$ cat config.mk
export PLATFORM = sky130hd
export DESIGN_NAME = mem_ctrl
export DESIGN_NICKNAME = d
export VERILOG_FILES = /design/src/rtl/mem_ctrl.sv
export SDC_FILE = /design/constraint.sdc
export NUM_CORES = 1
export LEC_CHECK = 0
export CORE_MARGIN = 2
export CORE_UTILIZATION = 50
export CTS_BUF_LIST = sky130_fd_sc_hd__clkbuf_8
export CTS_CLUSTER_SIZE = 20
export DETAILED_ROUTE_END_ITERATION = 10
export PLACE_DENSITY = 0.79
export SLEW_MARGIN = 20
export SYNTH_ARGS = -nofsm -noshare
export SYNTH_HDL_FRONTEND = slang
export SYNTH_SLANG_ARGS = --single-unit
$ cat constraint.sdc
create_clock -name clk -period 2.83 [get_ports clk]
set_input_delay 0.283 -clock clk [delete_from_list [all_inputs] [get_ports clk]]
set_output_delay 0.283 -clock clk [all_outputs]
set_load 0.01 [all_outputs]
$ cat src/rtl/mem_ctrl.sv
// Byte-serial memory controller: word, half and byte loads/stores over a byte-wide
// asynchronous SRAM. One SRAM cycle per byte, then a one-cycle DONE completion.
module mem_ctrl (
  input  logic        clk,
  input  logic        reset,
  input  logic [31:0] addr,
  input  logic [31:0] bus,
  input  logic        mem_read,
  input  logic        mem_write,
  input  logic [3:0]  mem_size,
  input  logic        mem_addr_ready,
  output logic        mem_data_ready,
  output logic        mem_bus,
  output logic [31:0] mem_out,
  output logic        busy,
  output logic [18:0] sram_addr,
  output logic [7:0]  sram_wdata,
  input  logic [7:0]  sram_rdata,
  output logic        sram_cs,
  output logic        sram_oe,
  output logic        sram_we
);

  typedef enum logic [1:0] {IDLE, XFER, DONE} state_t;

  state_t      state;
  logic [31:0] wdata_reg;
  logic [31:0] rdata_reg;
  logic [3:0]  size_reg;
  logic        write_reg;
  logic [1:0]  idx_reg;
  logic [1:0]  last_reg;

  logic [1:0]  last_idx;
  logic [31:0] assembled;
  logic [31:0] extended;
  logic        unused_addr_bits;

  assign unused_addr_bits = ^addr[31:19];

  always_comb begin
    if (mem_size[3] || mem_size[2])
      last_idx = 2'd0;
    else if (mem_size[1] || mem_size[0])
      last_idx = 2'd1;
    else
      last_idx = 2'd3;
  end

  // The byte arriving this cycle is merged here so the final byte can be
  // extended and presented without an extra cycle.
  always_comb begin
    assembled = rdata_reg;
    assembled[{idx_reg, 3'b000} +: 8] = sram_rdata;
  end

  always_comb begin
    extended = assembled;
    if (size_reg[3])
      extended = {{24{assembled[7]}}, assembled[7:0]};
    else if (size_reg[2])
      extended = {24'd0, assembled[7:0]};
    else if (size_reg[1])
      extended = {{16{assembled[15]}}, assembled[15:0]};
    else if (size_reg[0])
      extended = {16'd0, assembled[15:0]};
  end

  always_ff @(posedge clk) begin
    if (!reset) begin
      state          <= IDLE;
      wdata_reg      <= 32'd0;
      rdata_reg      <= 32'd0;
      size_reg       <= 4'd0;
      write_reg      <= 1'b0;
      idx_reg        <= 2'd0;
      last_reg       <= 2'd0;
      mem_data_ready <= 1'b0;
      mem_bus        <= 1'b0;
      mem_out        <= 32'd0;
      busy           <= 1'b0;
      sram_addr      <= 19'd0;
      sram_wdata     <= 8'd0;
      sram_cs        <= 1'b0;
      sram_oe        <= 1'b0;
      sram_we        <= 1'b0;
    end else begin
      mem_data_ready <= 1'b0;
      mem_bus        <= 1'b0;
      case (state)
        IDLE: begin
          if (mem_addr_ready && (mem_read || mem_write)) begin
            state      <= XFER;
            busy       <= 1'b1;
            write_reg  <= mem_write && !mem_read;
            size_reg   <= mem_size;
            last_reg   <= last_idx;
            idx_reg    <= 2'd0;
            wdata_reg  <= bus;
            rdata_reg  <= 32'd0;
            sram_addr  <= addr[18:0];
            sram_wdata <= bus[7:0];
            sram_cs    <= 1'b1;
            sram_oe    <= mem_read;
            sram_we    <= !mem_read;
          end
        end
        XFER: begin
          if (!mem_addr_ready) begin
            // Control withdrew the request: drop everything, no completion.
            state   <= IDLE;
            busy    <= 1'b0;
            sram_cs <= 1'b0;
            sram_oe <= 1'b0;
            sram_we <= 1'b0;
          end else begin
            rdata_reg <= assembled;
            if (idx_reg == last_reg) begin
              state          <= DONE;
              sram_cs        <= 1'b0;
              sram_oe        <= 1'b0;
              sram_we        <= 1'b0;
              mem_data_ready <= 1'b1;
              if (!write_reg) begin
                mem_bus <= 1'b1;
                mem_out <= extended;
              end
            end else begin
              idx_reg    <= idx_reg + 2'd1;
              sram_addr  <= sram_addr + 19'd1;
              sram_wdata <= wdata_reg[{idx_reg + 2'd1, 3'b000} +: 8];
            end
          end
        end
        DONE: begin
          state <= IDLE;
          busy  <= 1'b0;
        end
        default: begin
          state <= IDLE;
          busy  <= 1'b0;
        end
      endcase
    end
  end

endmodule

### Word-level counts from Yosys, hierarchy flattened

Cells that the tools add are included.

* $add $sub $neg: 3
* equality and inequality tests: 7
* shifts and indexed selects: 3
* muxes and demuxes: 38
* bitwise logic cells: 1
* reduce and logical (&&, ||, !) cells: 17

Operators by type and width (count)
* $mux W32: 6
* $pmux W32 S2: 1
* $mux W19: 3
* $pmux W19 S2: 1
* $bwmux W32: 1
* $shift A8 B7 Y32 const A: 1
* $shiftx A32 B6 Y8: 1
* $shiftx A8 B7 Y32: 1
* $mux W8: 3
* $add A19 B1 Y19 const B: 1
* $mux W2: 8
* $pmux W8 S2: 1
* $reduce_and A4 Y1: 3
* $reduce_and A3 Y1: 3
* $mux W1: 8
* $ne A2 B2 Y1 const B: 4
* $pmux W1 S2: 4
* $pmux W2 S2: 2
* $neg A5 Y7: 1
* $reduce_and A2 Y1: 3
* $logic_or A1 B1 Y1: 3
* $ne A3 B3 Y1 const B: 1
* $add A2 B1 Y2 const B: 1
* $eq A2 B1 Y1 const B: 1
* 6 further kinds: 7

* register bits after elaboration: 140
* bits of input ports: 81
* output and inout bits: 65
* word-level logic and storage cells: 85

### Depth between registers and ports, before layout

Gate-level depths: netlist of the first run.

* depth in word-level cells: 7
* depth in mapped cells: 10
* mapped depth without buffers: 6

### Least setup slack after synthesis of the first run

Ideal clock, no wire load.

* path type: reg-to-reg
* from: register idx_reg[0]
* to: register mem_out[29]
* setup time: 0.119 ns
* arrival time: 2.433 ns
* required time: 2.711 ns
* path slack: 0.278 ns
* cell stages (with the launch flop): 11
* path buffers: 4
* period minus slack after synthesis: 2.552 ns
* path through: dfxtp_1 buf_2 buf_2 inv_1 ha_1 and4b_1 buf_2 a211oi_4 buf_2 nor3_1 o221a_1

* longest elaborated chain between the ends: 7
* elaborated cells on any way between the ends: 10
* classes of those cells: add/sub (1); eq/ne (1); shift (2); mux (5); reduce/logical (1)

Ends and longest elaborated chain
* start: declaration: line 31 `logic [1:0] idx_reg;`
* start signal: assignment: line 129 `idx_reg <= idx_reg + 2'd1;`
* $neg A5 Y7: line 54 `assembled[{idx_reg, 3'b000} +: 8] = sram_rdata;`
* $shiftx A8 B7 Y32 or $shift A8 B7 Y32 (tied branches): line 54
* $bwmux W32: line 54
* $mux W32: line 65 `else if (size_reg[0])`
* $mux W32: line 63 `else if (size_reg[1])`
* $mux W32: line 61 `else if (size_reg[2])`
* $mux W32: line 59 `if (size_reg[3])`
* end signal: assignment: line 126 `mem_out <= extended;`
* end: declaration: line 14 `output logic [31:0] mem_out,`

Several ways; a longest one is shown, not always the timed one.
A chain may end at the register's enable or synchronous reset.

### Worst setup path after layout of the first run

* from: register idx_reg[1]
* to: register mem_out[13]

Same word-level chain as after synthesis.

==> impl_metrics.tcl, run 1 <==
set metrics [dict create \
    dr.pass1.iters 5 \
    cap_viol_max_count 0 \
    worstPathArrival_ns 2.90 \
    grt_antenna_before_repair 0 \
    synth_cell_type_count 60 \
    fin_crit_sh_pct 88.53 \
    r2r-end "mem_out[13]$_SDFFE_PN0P_" \
    route.vias.total 6180 \
    synth_edf_count 0 \
    cts.path.max_buffers 2 \
    synthTopCellsByCount "dfxtp_1, nand2_1, a21oi_1" \
    synth_fp_nets 824 \
    clock-root-buffer "clkbuf_8" \
    tritoncts "done" \
    synth_area_leaders "dfxtp_1, nand2_1, a21oi_1, o221a_1, nor2b_1" \
    finalSetupTns_ns 0 \
    finalNonFillerCells 1032 \
    num_rows 41 \
    cts_num_sinks 140 \
    synth_area_um2 6415 \
    ir_drop_v 0.0002870 \
    yosys_register_bits 140 \
    report.final.slew_viol_count 0 \
    synthArstFlopShare_pct 0 \
    start_util_pct 51.04 \
    outcome "finished, final reports clean" \
    post_cts_buffers 0 \
    path_max_fanout 24 \
    fin_worst_skew_ns 0.01128 \
    design.core.area_um2 12570 \
    syn_inst 737 \
    wire_per_inst_um 17.40 \
    grt_pass1_wl_mm 28.70 \
    rsz0062_at_grt "no" \
    fin_crit_ns 2.505 \
    synthToLayoutAreaGrowth_pct 28.55 \
    grt_usage_pct 26.64 \
    cp_slowest_stage_delay_ns 0.82 \
    crit_required_ns 3.22 \
    hpwl_mm 12.44 \
    ant_nets 0 \
    antenna_cells 0 \
    r2r_cells 6 \
    power_density_nw_per_um2 519.9 \
    drt_iter0_drc 576 \
    critPathKind "flop to flop" \
    hp-start "bus[31]" \
    synth_most_common_cell "dfxtp_1" \
    yosysWarningCount 0 \
    setup-violations-final 0 \
    die_h_um 117.3 \
    grt_overflow_total 0 \
    postCtsResizedCells 0 \
    end_kind "flop" \
    drt_wl_total_mm 17.95 \
    worst_slack_ns 0.3247 \
    regToRegSetupSlack_ns 0.32 \
    leakagePower_nw 2.856 \
    synth_area_per_cell_um2 8.704 \
    viasPerCell 5.988 \
    clkTransAtPathRegs_ns 0.07 \
    min_path_cells 3 \
    dp_slack_ns 0.06795 \
    crit_path_start_kind "flop" \
    io_buffers 132 \
    place.gp.congestion 0.8701 \
    drive_above_1_share_pct 8.140 \
    hold_buffers 0 \
    htree_num_levels 4 \
    yosys_most_used_dff "dfxtp_1" \
    hold_end "wdata_reg[31]$_SDFFE_PN0P_" \
    seq_area_frac_synth_pct 43.69 \
    grt_max_degree 58 \
    worst_hold_path_type "primary input to flop" \
    design.portCount 146 \
    synth_top_area_share_pct 43.69 \
    worstPathCellList "inv_1, ha_1, nor2_1, a41oi_1, o21ai_2, o221a_1" \
    final_hold_viol_count 0 \
    worstSkewPairLatency_ns 0.46 \
    slew_headroom_pct 33.40 \
    fmax_ghz 0.3992 \
    synth_area_leader_cell "dfxtp_1" \
    dieWidth_um 117.3 \
    place_inst 1000 \
    drcViolationCount 0 \
    grt_pass1_vias 5750 \
    cts_buffers 17 \
    nets 934 \
    fp.dieArea_um2 13750 \
    r2r_start "idx_reg[1]$_SDFFE_PN0P_" \
    finalHoldWorstSlack_ns 0.3816 \
    crit_slowest_cell "o21ai_2" \
    fin_util_pct 65.61 \
    tightestPinTransition_ns 0.9988 \
]
## layer usage
metal	track usage, %	share of wire, %
met3	5.098	6.7
met4	10.98	1.8
met5	0	0
met1	36.30	44
met2	41.69	47
## critical path: cells and delay by family (launching register included)
family,cells,cell delay (ns)
simple gates,1,0.12
buf+inv,1,0.14
fa+ha+maj,1,0.34
compound gates,3,1.36
flops,1,0.46
## cell families after synthesis
group / count (synthesis) / share of synthesized area, %
XOR/XNOR: 4 / 0.5462
AO/OA/AOI/OAI: 232 / 26.20
adder cells (fa/ha/maj): 6 / 1.170
multiplexers: 9 / 2.965
buffers and inverters: 74 / 4.700
flip-flops: 140 / 43.69
AND/OR/NAND/NOR: 272 / 20.73
## per-stage QoR
step / area [µm²] / total power (W)
6_report: 8247 / 0.004287
3_3_place_gp: 7880 / 0.002812
4_1_cts: 8247 / 0.004294
5_1_grt: 8247 / 0.004453
3_5_place_dp: 7880 / 0.002835
2_1_floorplan: 6415 / 0.002507
## layout by cell type (no fill, tap or decap), types with 21 or more instances in the layout
cell | Yosys | routed
a21oi_1 | 77 | 76
buf_4 | 0 | 22
clkbuf_8 | 0 | 21
clkdlybuf4s50_1 | 0 | 132
dfxtp_1 | 140 | 140
nand2_1 | 123 | 123
nor2_1 | 31 | 31
nor2b_1 | 29 | 28
nor3_1 | 25 | 25
o221a_1 | 26 | 26
## how the worst max path moves through the flow
stage               slack, ns  cells past startpoint               startpoint                         end
floorplan                0.28                     10  idx_reg[0]$_SDFFE_PN0P_    mem_out[29]$_SDFFE_PN0P_
global placement         0.20                      5           mem_addr_ready   sram_addr[9]$_SDFFE_PN0P_
detailed placement       0.07                      5           mem_addr_ready  sram_addr[13]$_SDFFE_PN0P_
CTS                      0.34                      6  idx_reg[1]$_SDFFE_PN0P_    mem_out[24]$_SDFFE_PN0P_
global route             0.06                      6  idx_reg[1]$_SDFFE_PN0P_    mem_out[24]$_SDFFE_PN0P_
finish                   0.32                      6  idx_reg[1]$_SDFFE_PN0P_    mem_out[13]$_SDFFE_PN0P_
## final cells by class
class	count	area, µm²
flip-flops and latches	140	2803
clock inverters	11	77.57
inverters	11	41.29
fillers	1054	4322
repair buffers	154	1486
well taps	172	215.2
multi-input cells	523	3334
clock buffers	21	289.0
## power breakdown
part           leakage (nW)  switching [W]  total [W]  internal [W]
Sequential             1.14      0.0000817    0.00215       0.00206
Combinational          1.51       0.000328   0.000651      0.000323
Clock                 0.206       0.000724    0.00149      0.000766
Total                  2.86        0.00113    0.00429       0.00315
Note: power is estimated with default switching activity, not from simulation.
==> run 2, diff against run 1 <==
- SKIP_CTS_REPAIR_TIMING: default -> 1
==> results of run 2 <==
The final DEF is identical to that of run 1; final timing and power are the same.
==> run 3, diff against run 2 <==
- CORE_UTILIZATION: 50 -> 52
- GPL_ROUTABILITY_DRIVEN: default -> 0
- PLACE_DENSITY: 0.79 -> 0.81
==> impl_metrics.tcl, run 3 (synthesized netlist as in run 1, its figures left out) <==
set metrics [dict create \
    seq_power_share_pct 48.5 \
    end_kind "flop" \
    grt_pass1_vias 5935 \
    dieWidth_um 115.1 \
    cts.path.max_buffers 2 \
    worstSkewPairLatency_ns 0.47 \
    r2r_cells 6 \
    synthToLayoutAreaGrowth_pct 28.83 \
    hpwl_mm 12.38 \
    drive_above_1_share_pct 8.817 \
    clock-root-buffer "clkbuf_8" \
    tightestPinTransition_ns 1.010 \
    crit_slowest_cell "o21ai_2" \
    grt_usage_pct 27.29 \
    start_util_pct 53.41 \
    nets 936 \
    design.core.area_um2 12010 \
    grt_max_degree 58 \
    cts_num_sinks 140 \
    ir_drop_v 0.0003502 \
    dr.pass1.iters 5 \
    r2r-end "mem_out[25]$_SDFFE_PN0P_" \
    drcViolationCount 0 \
    pwr-share-comb_pct 14.7 \
    path_max_fanout 24 \
    dp_slack_ns 0.2947 \
    num_rows 40 \
    finalSetupTns_ns 0 \
    fp.dieArea_um2 13240 \
    p_sw_w 0.001241 \
    tritoncts "done" \
    grt_overflow_total 0 \
    grt_antenna_before_repair 0 \
    critPathKind "flop to flop" \
    design.portCount 146 \
    fin_worst_skew_ns 0.01087 \
    viasPerCell 6.178 \
    final_hold_viol_count 0 \
    layout_commonest_cell "dfxtp_1" \
    worst_slack_ns 0.2266 \
    place_inst 977 \
    worst_hold_path_type "primary input to flop" \
    die_h_um 115.1 \
    drt_iter0_drc 566 \
    setup-violations-final 0 \
    grt_pass1_wl_mm 28.99 \
    route.vias.total 6234 \
    htree_num_levels 4 \
    cts_buffers 17 \
    cp-startpoint "idx_reg[0]$_SDFFE_PN0P_" \
    slew_headroom_pct 32.69 \
    outcome "finished, final reports clean" \
    clkTransAtPathRegs_ns 0.08 \
    antenna_cells 0 \
    wire_per_inst_um 17.71 \
    r2r_start "idx_reg[0]$_SDFFE_PN0P_" \
    critical_path.endpoint "mem_out[25]$_SDFFE_PN0P_" \
    fin_crit_sh_pct 91.99 \
    cap_viol_max_count 0 \
    worstPathCellList "inv_1, ha_1, nor2_1, a41oi_1, o21ai_2, o221a_1" \
    drt_wl_total_mm 17.87 \
    regToRegSetupSlack_ns 0.23 \
    cp_slowest_stage_delay_ns 0.83 \
    report.final.slew_viol_count 0 \
    finalNonFillerCells 1009 \
    rsz0062_at_grt "no" \
    crit_path_start_kind "flop" \
    crit_required_ns 3.23 \
    netSwitchingFraction_pct 28.06 \
    fin_crit_ns 2.603 \
    mostFrequentLayoutCells "dfxtp_1, clkdlybuf4s50_1, nand2_1" \
    ant_nets 0 \
    clockPowerShare_pct 36.8 \
    io_buffers 132 \
    power_density_nw_per_um2 535.2 \
    p_int_w 0.003182 \
    leakagePower_nw 2.846 \
    worstPathArrival_ns 3.01 \
    fmax_ghz 0.3841 \
]
-- run 3: cell types whose count changed in the layout (fill, tap and decap cells not counted), sizes merged --
cell / before / now
bufinv: 1 / 2
buf: 22 / 24
clkinvlp: 1 / 5
clkbuf: 21 / 17
clkinv: 5 / 4
-- run 3: worst min-delay path by stage --
stage                            endpoint                       from  slack, ns  cells after the start
2_1_floorplan      write_reg$_SDFFE_PN0P_                   mem_read       0.38                      1
3_3_place_gp    rdata_reg[0]$_SDFFE_PN0P_  rdata_reg[0]$_SDFFE_PN0P_       0.43                      2
3_5_place_dp    rdata_reg[1]$_SDFFE_PN0P_  rdata_reg[1]$_SDFFE_PN0P_       0.44                      2
4_1_cts        wdata_reg[25]$_SDFFE_PN0P_                    bus[25]       0.35                      3
5_1_grt        wdata_reg[23]$_SDFFE_PN0P_                    bus[23]       0.36                      3
6_report       wdata_reg[25]$_SDFFE_PN0P_                    bus[25]       0.36                      3
-- run 3: area by class of cell --
cell class                 instances  area, µm²
timing repair buffer             156       1501
clock inverter                    15      166.4
tap                              147      183.9
multi-input combinational        523       3334
sequential                       140       2803
clock buffer                      17      234.0
inverter                          11      41.29
fill                             958       3747
-- run 3: worst max-delay path: cells and delay by family (launching register included) --
kind                     cells  cell delay (ns)
flip-flops                   1             0.52
AND/OR/NAND/NOR              1             0.10
AO/OA/AOI/OAI                3             1.37
buffers and inverters        1             0.18
adder cells (fa/ha/maj)      1             0.37
-- run 3: power by group through the flow --
| stage | combinational [W] | clock (W) | sequential (W) |
|---|---|---|---|
| final | 0.000651 | 0.00163 | 0.00214 |
| after global routing | 0.000706 | 0.00173 | 0.00216 |
| after CTS | 0.000648 | 0.00164 | 0.00214 |
| after detailed placement | 0.000645 | 0 | 0.00219 |
| after global placement | 0.000626 | 0 | 0.00218 |
| after floorplan | 0.000317 | 0 | 0.00219 |
-- run 3: per-stage QoR --
| stage | power [W] | util, % | hold WS (ns) | cell area (µm²) |
|---|---|---|---|---|
| 6_report | 0.004423 | 68.80 | 0.3591 | 8264 |
| 5_1_grt | 0.004597 | 68.80 | 0.3583 | 8264 |
| 3_5_place_dp | 0.002833 | 65.47 | 0.4351 | 7864 |
| 4_1_cts | 0.004429 | 68.80 | 0.3454 | 8264 |
| 3_3_place_gp | 0.002809 | 65.47 | 0.4257 | 7864 |
| 2_1_floorplan | 0.002507 | - | 0.3796 | 6415 |
-- run 3: metal layers --
| layer | part of all wire, % | global-route usage [%] | wire length [µm] | vias up |
|---|---|---|---|---|
| met2 | 48 | 42.86 | 8520 | 277 |
| met3 | 7.2 | 6.589 | 1295 | 50 |
| met4 | 3.0 | 12.13 | 533 | 0 |
| met1 | 42 | 35.89 | 7518 | 2954 |
| li1 | - | - | - | 2953 |
| met5 | 0 | 0 | 0 | - |
